File: src/rtl/tage_update_scheduler_if.sv
// tage_update_scheduler_if: commit, lookup-arbitration and table-port signals of the TAGE update scheduler
interface tage_update_scheduler_if #(
    parameter int DEPTH  = 4,
    parameter int INFO_W = 16
);
    logic                     pause;
    logic                     pred_req;
    logic                     pred_grant;
    logic                     commit_valid;
    logic                     commit_ready;
    logic [31:0]              committed_pc;
    logic [INFO_W-1:0]        committed_pred_info;
    logic                     committed_branch_taken;
    logic                     committed_mispred;
    logic                     upd_rd;
    logic                     upd_wr;
    logic [31:0]              upd_pc;
    logic [INFO_W-1:0]        upd_info;
    logic                     upd_taken;
    logic                     upd_mispred;
    logic                     flush_ubits_hi;
    logic                     flush_ubits_lo;
    logic [$clog2(DEPTH):0]   fifo_count;

    modport slave (
        input  pause, pred_req, commit_valid, committed_pc, committed_pred_info,
               committed_branch_taken, committed_mispred,
        output pred_grant, commit_ready, upd_rd, upd_wr, upd_pc, upd_info, upd_taken,
               upd_mispred, flush_ubits_hi, flush_ubits_lo, fifo_count
    );

    modport master (
        output pause, pred_req, commit_valid, committed_pc, committed_pred_info,
               committed_branch_taken, committed_mispred,
        input  pred_grant, commit_ready, upd_rd, upd_wr, upd_pc, upd_info, upd_taken,
               upd_mispred, flush_ubits_hi, flush_ubits_lo, fifo_count
    );
endinterface

File: src/rtl/tage_update_scheduler.sv
// tage_update_scheduler: shares the TAGE table port between lookups, buffered RMW updates and aging flushes (aging enabled by TAGE_UBIT_AGING_EN)
module tage_update_scheduler #(
    parameter int DEPTH      = 4,
    parameter int STARVE_MAX = 8,
    parameter int AGE_PERIOD = 1024,
    parameter int INFO_W     = 16
) (
    input logic clk,
    input logic rst,
    tage_update_scheduler_if.slave bus
);
    localparam int AW = $clog2(DEPTH);
    localparam int SW = $clog2(STARVE_MAX + 1);

    typedef enum logic [1:0] {IDLE, RD, WR, AGE} state_t;

    typedef struct packed {
        logic [31:0]       pc;
        logic [INFO_W-1:0] info;
        logic              taken;
        logic              mispred;
    } entry_t;

    state_t        state, state_nx;
    entry_t        mem [DEPTH];
    entry_t        upd;
    logic [AW-1:0] wptr, rptr;
    logic [AW:0]   count;
    logic [SW-1:0] starve;
    logic          push, pop, forced, slot_free, nonempty, age_pending, grant;

    assign nonempty         = count != '0;
    assign slot_free        = ~bus.pred_req | bus.pause;
    assign forced           = count == (AW+1)'(DEPTH) || starve == SW'(STARVE_MAX);
    assign bus.commit_ready = count != (AW+1)'(DEPTH);
    assign push             = bus.commit_valid & bus.commit_ready;
    assign bus.pred_grant   = grant;
    assign bus.upd_rd       = state == RD;
    assign bus.upd_wr       = state == WR;
    assign bus.upd_pc       = upd.pc;
    assign bus.upd_info     = upd.info;
    assign bus.upd_taken    = upd.taken;
    assign bus.upd_mispred  = upd.mispred;
    assign bus.fifo_count   = count;

    // port arbitration: lookups win in IDLE unless an update is forced
    always_comb begin
        state_nx = state;
        pop      = 1'b0;
        grant    = 1'b0;
        case (state)
            IDLE: begin
                grant = bus.pred_req & ~bus.pause & ~forced;
                if (nonempty && (slot_free || forced)) begin
                    state_nx = RD;
                    pop      = 1'b1;
                end else if (age_pending && !nonempty && slot_free) begin
                    state_nx = AGE;
                end
            end
            RD:      state_nx = WR;
            default: state_nx = IDLE;
        endcase
    end

    // update FIFO storage; contents are don't-care while empty
    always_ff @(posedge clk) begin
        if (push) mem[wptr] <= '{bus.committed_pc, bus.committed_pred_info,
                                 bus.committed_branch_taken, bus.committed_mispred};
    end

    // FSM, FIFO pointers, in-flight update latch and starvation counter
    always_ff @(posedge clk) begin
        if (rst) begin
            state  <= IDLE;
            wptr   <= '0;
            rptr   <= '0;
            count  <= '0;
            starve <= '0;
            upd    <= '0;
        end else begin
            state <= state_nx;
            count <= count + (AW+1)'(push) - (AW+1)'(pop);
            if (push) wptr <= wptr + 1'b1;
            if (pop) begin
                upd  <= mem[rptr];
                rptr <= rptr + 1'b1;
            end
            starve <= pop ? '0 :
                      (nonempty && grant && starve != SW'(STARVE_MAX)) ? starve + 1'b1 : starve;
        end
    end

`ifdef TAGE_UBIT_AGING_EN
    localparam int GW = $clog2(AGE_PERIOD);

    logic [GW-1:0] age_cnt;
    logic          age_sel;

    assign bus.flush_ubits_hi = state == AGE && !age_sel;
    assign bus.flush_ubits_lo = state == AGE && age_sel;

    // commit counter raises a single merged aging request; flushes alternate hi/lo
    always_ff @(posedge clk) begin
        if (rst) begin
            age_cnt     <= '0;
            age_pending <= 1'b0;
            age_sel     <= 1'b0;
        end else begin
            if (push) age_cnt <= age_cnt + 1'b1;
            age_pending <= (push && age_cnt == GW'(AGE_PERIOD - 1)) ||
                           (age_pending && !(state == IDLE && state_nx == AGE));
            if (state == AGE) age_sel <= ~age_sel;
        end
    end
`else
    assign age_pending        = 1'b0;
    assign bus.flush_ubits_hi = 1'b0;
    assign bus.flush_ubits_lo = 1'b0;
`endif
endmodule

File: src/flat_wrapper.sv
// flat-port wrapper written by rule: the top's interface ports become plain ports
module tage_update_scheduler_flat 
#(
    parameter int DEPTH      = 4,
    parameter int STARVE_MAX = 8,
    parameter int AGE_PERIOD = 1024,
    parameter int INFO_W     = 16
)
  (clk, rst, bus_pause, bus_pred_req, bus_commit_valid, bus_committed_pc, bus_committed_pred_info, bus_committed_branch_taken, bus_committed_mispred, bus_pred_grant, bus_commit_ready, bus_upd_rd, bus_upd_wr, bus_upd_pc, bus_upd_info, bus_upd_taken, bus_upd_mispred, bus_flush_ubits_hi, bus_flush_ubits_lo, bus_fifo_count);
  tage_update_scheduler_if #(.DEPTH(DEPTH), .INFO_W(INFO_W)) bus_i ();
  input logic clk;
  input logic rst;
  input wire logic [$bits(bus_i.pause)-1:0] bus_pause;
  input wire logic [$bits(bus_i.pred_req)-1:0] bus_pred_req;
  input wire logic [$bits(bus_i.commit_valid)-1:0] bus_commit_valid;
  input wire logic [$bits(bus_i.committed_pc)-1:0] bus_committed_pc;
  input wire logic [$bits(bus_i.committed_pred_info)-1:0] bus_committed_pred_info;
  input wire logic [$bits(bus_i.committed_branch_taken)-1:0] bus_committed_branch_taken;
  input wire logic [$bits(bus_i.committed_mispred)-1:0] bus_committed_mispred;
  output wire logic [$bits(bus_i.pred_grant)-1:0] bus_pred_grant;
  output wire logic [$bits(bus_i.commit_ready)-1:0] bus_commit_ready;
  output wire logic [$bits(bus_i.upd_rd)-1:0] bus_upd_rd;
  output wire logic [$bits(bus_i.upd_wr)-1:0] bus_upd_wr;
  output wire logic [$bits(bus_i.upd_pc)-1:0] bus_upd_pc;
  output wire logic [$bits(bus_i.upd_info)-1:0] bus_upd_info;
  output wire logic [$bits(bus_i.upd_taken)-1:0] bus_upd_taken;
  output wire logic [$bits(bus_i.upd_mispred)-1:0] bus_upd_mispred;
  output wire logic [$bits(bus_i.flush_ubits_hi)-1:0] bus_flush_ubits_hi;
  output wire logic [$bits(bus_i.flush_ubits_lo)-1:0] bus_flush_ubits_lo;
  output wire logic [$bits(bus_i.fifo_count)-1:0] bus_fifo_count;
  assign bus_i.pause = bus_pause;
  assign bus_i.pred_req = bus_pred_req;
  assign bus_i.commit_valid = bus_commit_valid;
  assign bus_i.committed_pc = bus_committed_pc;
  assign bus_i.committed_pred_info = bus_committed_pred_info;
  assign bus_i.committed_branch_taken = bus_committed_branch_taken;
  assign bus_i.committed_mispred = bus_committed_mispred;
  assign bus_pred_grant = bus_i.pred_grant;
  assign bus_commit_ready = bus_i.commit_ready;
  assign bus_upd_rd = bus_i.upd_rd;
  assign bus_upd_wr = bus_i.upd_wr;
  assign bus_upd_pc = bus_i.upd_pc;
  assign bus_upd_info = bus_i.upd_info;
  assign bus_upd_taken = bus_i.upd_taken;
  assign bus_upd_mispred = bus_i.upd_mispred;
  assign bus_flush_ubits_hi = bus_i.flush_ubits_hi;
  assign bus_flush_ubits_lo = bus_i.flush_ubits_lo;
  assign bus_fifo_count = bus_i.fifo_count;
  tage_update_scheduler #(.DEPTH(DEPTH), .STARVE_MAX(STARVE_MAX), .AGE_PERIOD(AGE_PERIOD), .INFO_W(INFO_W)) u_core (.clk(clk), .rst(rst), .bus(bus_i));
endmodule
File: config.mk
export PLATFORM = sky130hd
export DESIGN_NAME = tage_update_scheduler_flat
export DESIGN_NICKNAME = d
export VERILOG_FILES = /design/src/rtl/tage_update_scheduler_if.sv /design/src/rtl/tage_update_scheduler.sv /design/src/flat_wrapper.sv
export SDC_FILE = /design/constraint.sdc
export NUM_CORES = 1
export LEC_CHECK = 0
export CORE_ASPECT_RATIO = 1.75
export CORE_UTILIZATION = 59
export DETAILED_ROUTE_END_ITERATION = 8
export GPL_ROUTABILITY_DRIVEN = 0
export PLACE_DENSITY = 0.84
export SYNTH_ARGS = -nofsm -noshare
export SYNTH_HDL_FRONTEND = slang
export SYNTH_SLANG_ARGS = --single-unit
File: constraint.sdc
create_clock -name clk -period 3.7 [get_ports clk]
set_input_delay 0.555 -clock clk [delete_from_list [all_inputs] [get_ports clk]]
set_output_delay 0.555 -clock clk [all_outputs]
set_load 0.1 [all_outputs]
Word-level counts from Yosys, hierarchy flattened:

Memory sizes are Yosys's and may differ from the RTL's. A register that Yosys moved wholly into a read port is not among the register bits.
Cells that the tools add are included.

* output and inout port bits: 59
* register bits: 13
* input bits: 55
* memories: 1
* RAM bits: 200
* logic and storage cells: 40

Memory list
* u_core.mem: words 4, width 50, rd ports 1, clocked after memory_dff 1, write ports 1, line tage_update_scheduler.sv:25 `entry_t mem [DEPTH];`

* bitwise gates (word level): 7
* reductions and logical operators: 8
* add/sub/neg operators: 5
* eq/ne operators: 7
* mux-type cells: 7

Operators by type and width (number)
* 2-to-1 mux 1 bit: 5
* adder 2 x 1 -> 2 bit (second input constant): 2
* adder 4 x 1 -> 4 bit (second input constant): 1
* == test 4 bit (second input constant): 1
* != test 4 bit (second input constant): 1
* case mux 2 bit (2 select lines): 1
* adder 3 x 1 -> 3 bit: 1
* AND 1 bit: 3
* == test 3 bit (second input constant): 1
* logical AND 1 bit: 3
* != test 3 bit (second input constant): 1
* inverter 1 bit: 3
* nonzero test 3 bit: 1
* subtractor 3 x 1 -> 3 bit: 1
* == test 2 x 1 -> 1 bit (second input constant): 1
* == test 2 bit (second input constant): 1
* zero test 2 bit: 1
* logical OR 1 bit: 2
* 2-to-1 mux 2 bit: 1
* != test 2 x 1 -> 1 bit (second input constant): 1
* OR reduction 2 bit: 1
* OR 1 bit: 1

Depth between registers and ports, before layout:

* word-level depth: 7
* depth in mapped cells: 11
* gate-level depth less buffers: 11

Worst setup path after synthesis:

OpenSTA, ideal clock, no wires.

* kind: flip-flop to flip-flop
* start: register u_core.count[1], in the netlist u_core.bus.fifo_count[1]
* end: memory u_core.mem[0][0] (netlist name), enable pin
* buffers on the path: 1
* required time: 3.287 ns
* arrival: 3.577 ns
* library setup time: 0.413 ns
* setup slack: -0.290 ns
* stages on the path, launching flop included: 4
* cells stage by stage: dfxtp_1 or3b_2 clkbuf_1 and3_1

* word-level cells in the longest chain between the ends: 4

Ends and longest elaborated chain
* start: declaration: line tage_update_scheduler.sv:28 `logic [AW:0] count;`
* start signal: assignment: line tage_update_scheduler.sv:83 `count <= count + (AW+1)'(push) - (AW+1)'(pop);`
* != test 3 bit: line tage_update_scheduler.sv:35 `assign bus.commit_ready = count != (AW+1)'(DEPTH);`
* via bus_commit_ready: line flat_wrapper.sv:21 `output wire logic [$bits(bus_i.commit_ready)-1:0] bus_commit_ready;`
* AND 1 bit: line tage_update_scheduler.sv:36 `assign push = bus.commit_valid & bus.commit_ready;`
* 2-to-1 mux 1 bit: line tage_update_scheduler.sv:68 `if (push) mem[wptr] <= '{bus.committed_pc, bus.committed_pred_info,`
* 2-to-1 mux 1 bit (not written as such): line tage_update_scheduler.sv:68
* end: declaration: line tage_update_scheduler.sv:25

The timed path passes the listed nets, and every way through them passes these cells.

Final worst setup path:

* start: register u_core.count[2], in the netlist u_core.bus.fifo_count[2]
* end: output port bus_commit_ready

* word-level cells in the longest chain between the ends: 1

Ends and longest elaborated chain (line)
* != test 3 bit: tage_update_scheduler.sv:35
* end: declaration: flat_wrapper.sv:21

Every way passes these cells.

==> summary by stage <==
Floorplan
The floorplan step set the die width to 97.7 um. The total area inside the core boundary comes to 15500 um2. The floorplan step defined a die boundary enclosing 16600 um2.

For this configuration, the core starts out at a cell density of 60.9%. 114 I/O pins were placed. The initialized floorplan defines 60 standard-cell rows.

From bottom edge to top edge, the die measures 170 um.

Global route
The initial antenna violation count was 2. The residual overflow from global routing is 0. The largest net degree at the start of global routing is 54. The combined global-route utilization of all metal layers is 22.0%.

The via count of the first global-routing pass is 5082. The first global-routing pass estimated 27.4 mm of wire.

Route
The number of vias per cell after detailed routing is 6.01. Before antenna repair, the detailed router went through 6 iterations. The sum of routed wire length over all layers is 17.3 mm.

The detailed router's first-iteration violation count is 254. After detailed routing, the number of remaining DRC violations is 11. The detailed-route wire length per cell is 22.3 um. The total vias in the final route is 4670. In this run the remaining antenna-violating nets after routing total 0.

Synth
The number of flops mapped to enable cells by yosys is 200. The Yosys warning count is 0. After synthesis the cells add up to 9470 um2. The number of distinct library cells after synthesis is 32. After synthesis, flip-flops and latches occupy 76.8% of the total area. The register bit count reported by yosys is 263.

Dividing the synthesized area by the synthesized cell count gives 20.8 um2. In the synthesized netlist, the number of instances is 456. The most frequently used flop master after synthesis is sky130_fd_sc_hd__edfxtp_1. The proportion of synthesized flip-flops having asynchronous set or reset is 0%.

Cells and area
The layout overhead on the synthesized area is 21.2%. Cells with a size suffix above 1 make up 18.3% of the layout. For this run, the post-layout net count is 636. The area of all placed cells without fillers is 11500 um2.

Clocking
TritonCTS built the clock tree. CTS placed an instance of sky130_fd_sc_hd__clkbuf_16 at the clock tree root. The number of sinks driven by the clock tree is 263. After clock tree synthesis, the setup repair step added 0 buffers. The number of gates resized after CTS was 0. The H-tree depth reported by CTS is 1.

The maximum clock path buffer count is 3. Hold repair after CTS inserted 0 buffers. The post-CTS clock slew at the launch and capture registers of the worst setup and hold paths is 0.07 ns.

The total CTS buffers is 23. The latest clock arrival within the worst-skew pair is 0.51 ns.

Worst setup path
STA puts the critical path data required time at 3.14 ns. The critical path goes through or3b_2 -> clkdlybuf4s50_1. Data on the critical path arrives at its endpoint at 2.47 ns. The cell with the largest stage delay on the worst path is sky130_fd_sc_hd__clkdlybuf4s50_1. The critical path is of the reg -> out type. The largest driver fanout on the critical path is 7.

The capturing element type of the critical path is an output port. The critical path's largest stage delay is 1.01 ns. STA classifies the critical path startpoint as a register.

Pwr
For this design the static power due to leakage is 3.85 nW. The peak supply drop is 0.773 mV. The power density over the cells is 903 nW/um2.

Placement
The HPWL after detailed placement is 10.0 mm. Once placement finished, the instance area stood at 10700 um2. The worst setup slack before clock tree synthesis is 0.755 ns. The number of buffers inserted by port buffering is 111.

STA
Timing would allow up to 330 MHz. The final-report hold violation count was 0. The final critical-path share of the clock period is 81.8%. The post-layout minimum cycle time is 3.03 ns. The number of max-slew violations in the final report is 0.

At the pin with the least slew margin, the transition time is 1.08 ns. The setup total negative slack is 0 ns. The worst path meets setup with 0.672 ns of slack. The final worst clock skew is 0.0146 ns. The relative slew slack is 28.1%. Setup repair after global routing left no endpoint under its margin. The number of failing setup endpoints in the final timing report is 0.

Flow run
Across the run, the number of max-cap violations was 0.

Run status
The flow ran to the end, but the final reports show violations. The checks that failed: DRC.

Worst hold path
The tightest min-delay check is of the reg -> reg type.
[per-layer routing]
metal  up-vias  GRT usage, %  routed length, um
li1       2077             -                  -
met1      2426          25.8               6590
met2       138          40.5               9470
met3        29          3.29                784
met4         0          8.70                442
met5         -             0                  0
[final cells by class]
| class | count | area (um2) |
|---|---|---|
| flip-flops and latches | 263 | 7270 |
| fillers | 893 | 4070 |
| inverters | 9 | 33.8 |
| well taps | 186 | 233 |
| clock buffers | 29 | 649 |
| clock inverters | 13 | 90.1 |
| repair buffers | 118 | 1160 |
| diodes | 2 | 5.00 |
| multi-input cells | 157 | 2030 |
[layout by cell type, fill, tap and decap left out, types with 6 or more instances in the layout]
cell type	n
sky130_fd_sc_hd__a22o_1	50
sky130_fd_sc_hd__buf_4	8
sky130_fd_sc_hd__clkbuf_16	24
sky130_fd_sc_hd__clkdlybuf4s50_1	110
sky130_fd_sc_hd__dfxtp_1	61
sky130_fd_sc_hd__edfxtp_1	200
sky130_fd_sc_hd__ha_1	8
sky130_fd_sc_hd__inv_1	9
sky130_fd_sc_hd__mux4_2	50
sky130_fd_sc_hd__nor2_1	8
sky130_fd_sc_hd__nor2b_1	6
[state kept, by name, indices dropped and copies added, names as in the netlist]
register,count
u_core.bus.fifo_count,3
u_core.bus.upd_info,16
u_core.bus.upd_mispred,1
u_core.bus.upd_pc,32
u_core.bus.upd_taken,1
u_core.mem,200
u_core.rptr,2
u_core.starve,4
u_core.state,2
u_core.wptr,2
[metrics by stage]
stage / total power, mW / hold WS [ns] / instances / utilization [%]
2_1_floorplan: 7.17 / 0.479 / 457 / -
3_3_place_gp: 8.03 / 0.460 / 733 / 69.0
3_5_place_dp: 8.13 / 0.468 / 733 / 69.0
4_1_cts: 10.4 / 0.483 / 775 / 73.8
5_1_grt: 10.7 / 0.506 / 777 / 73.8
6_report: 10.4 / 0.477 / 777 / 73.8
[kinds of logic after synthesis]
group | synth area share (%)
muxes | 12.1
other | 0.0396
AOI/OAI and AO/OA | 5.14
buffers and inverters | 2.06
xor gates and xnor gates | 0.648
adders and majority gates | 1.27
and+or+nand+nor | 1.96
DFF | 76.8
[power by group]
group	internal (mW)	switching, mW	total, mW
Combinational	1.18	2.74	3.92
Sequential	3.73	0.404	4.14
Clock	1.26	1.04	2.30
Total	6.17	4.18	10.4
[critical path, delay by kind of cell, from the launching register on]
kind	cells	cell delay, ns
buffers and inverters	1	1.01
AND/OR/NAND/NOR	1	0.55
flip-flops	1	0.40
[worst paths after layout]
check	cells past startpoint	slack, ns	to	from
hold reg to reg	1	0.48	u_core.bus.upd_pc[20]	u_core.bus.upd_pc[20]
setup reg to reg	11	1.12	u_core.bus.fifo_count[2]	u_core.starve[0]
hold / removal	1	0.48	u_core.bus.upd_pc[20]	u_core.bus.upd_pc[20]
setup / recovery	2	0.67	bus_commit_ready	u_core.bus.fifo_count[2]
[cell usage after synthesis (all sizes together), types with 2 or more instances]
cell type  count  area [um2]
nor2           9        33.8
mux2i          2        20.0
inv            9        33.8
dfxtp         63        1260
clkbuf        10        37.5
nor2b          7        43.8
edfxtp       200        6010
xnor2          5        43.8
nand3          3        15.0
or2            3        18.8
a22o          50         438
ha             8         100
xor2           2        17.5
buf           18         124
mux4          50        1130
and3           5        31.3
Power figures use the tool's default switching activity.
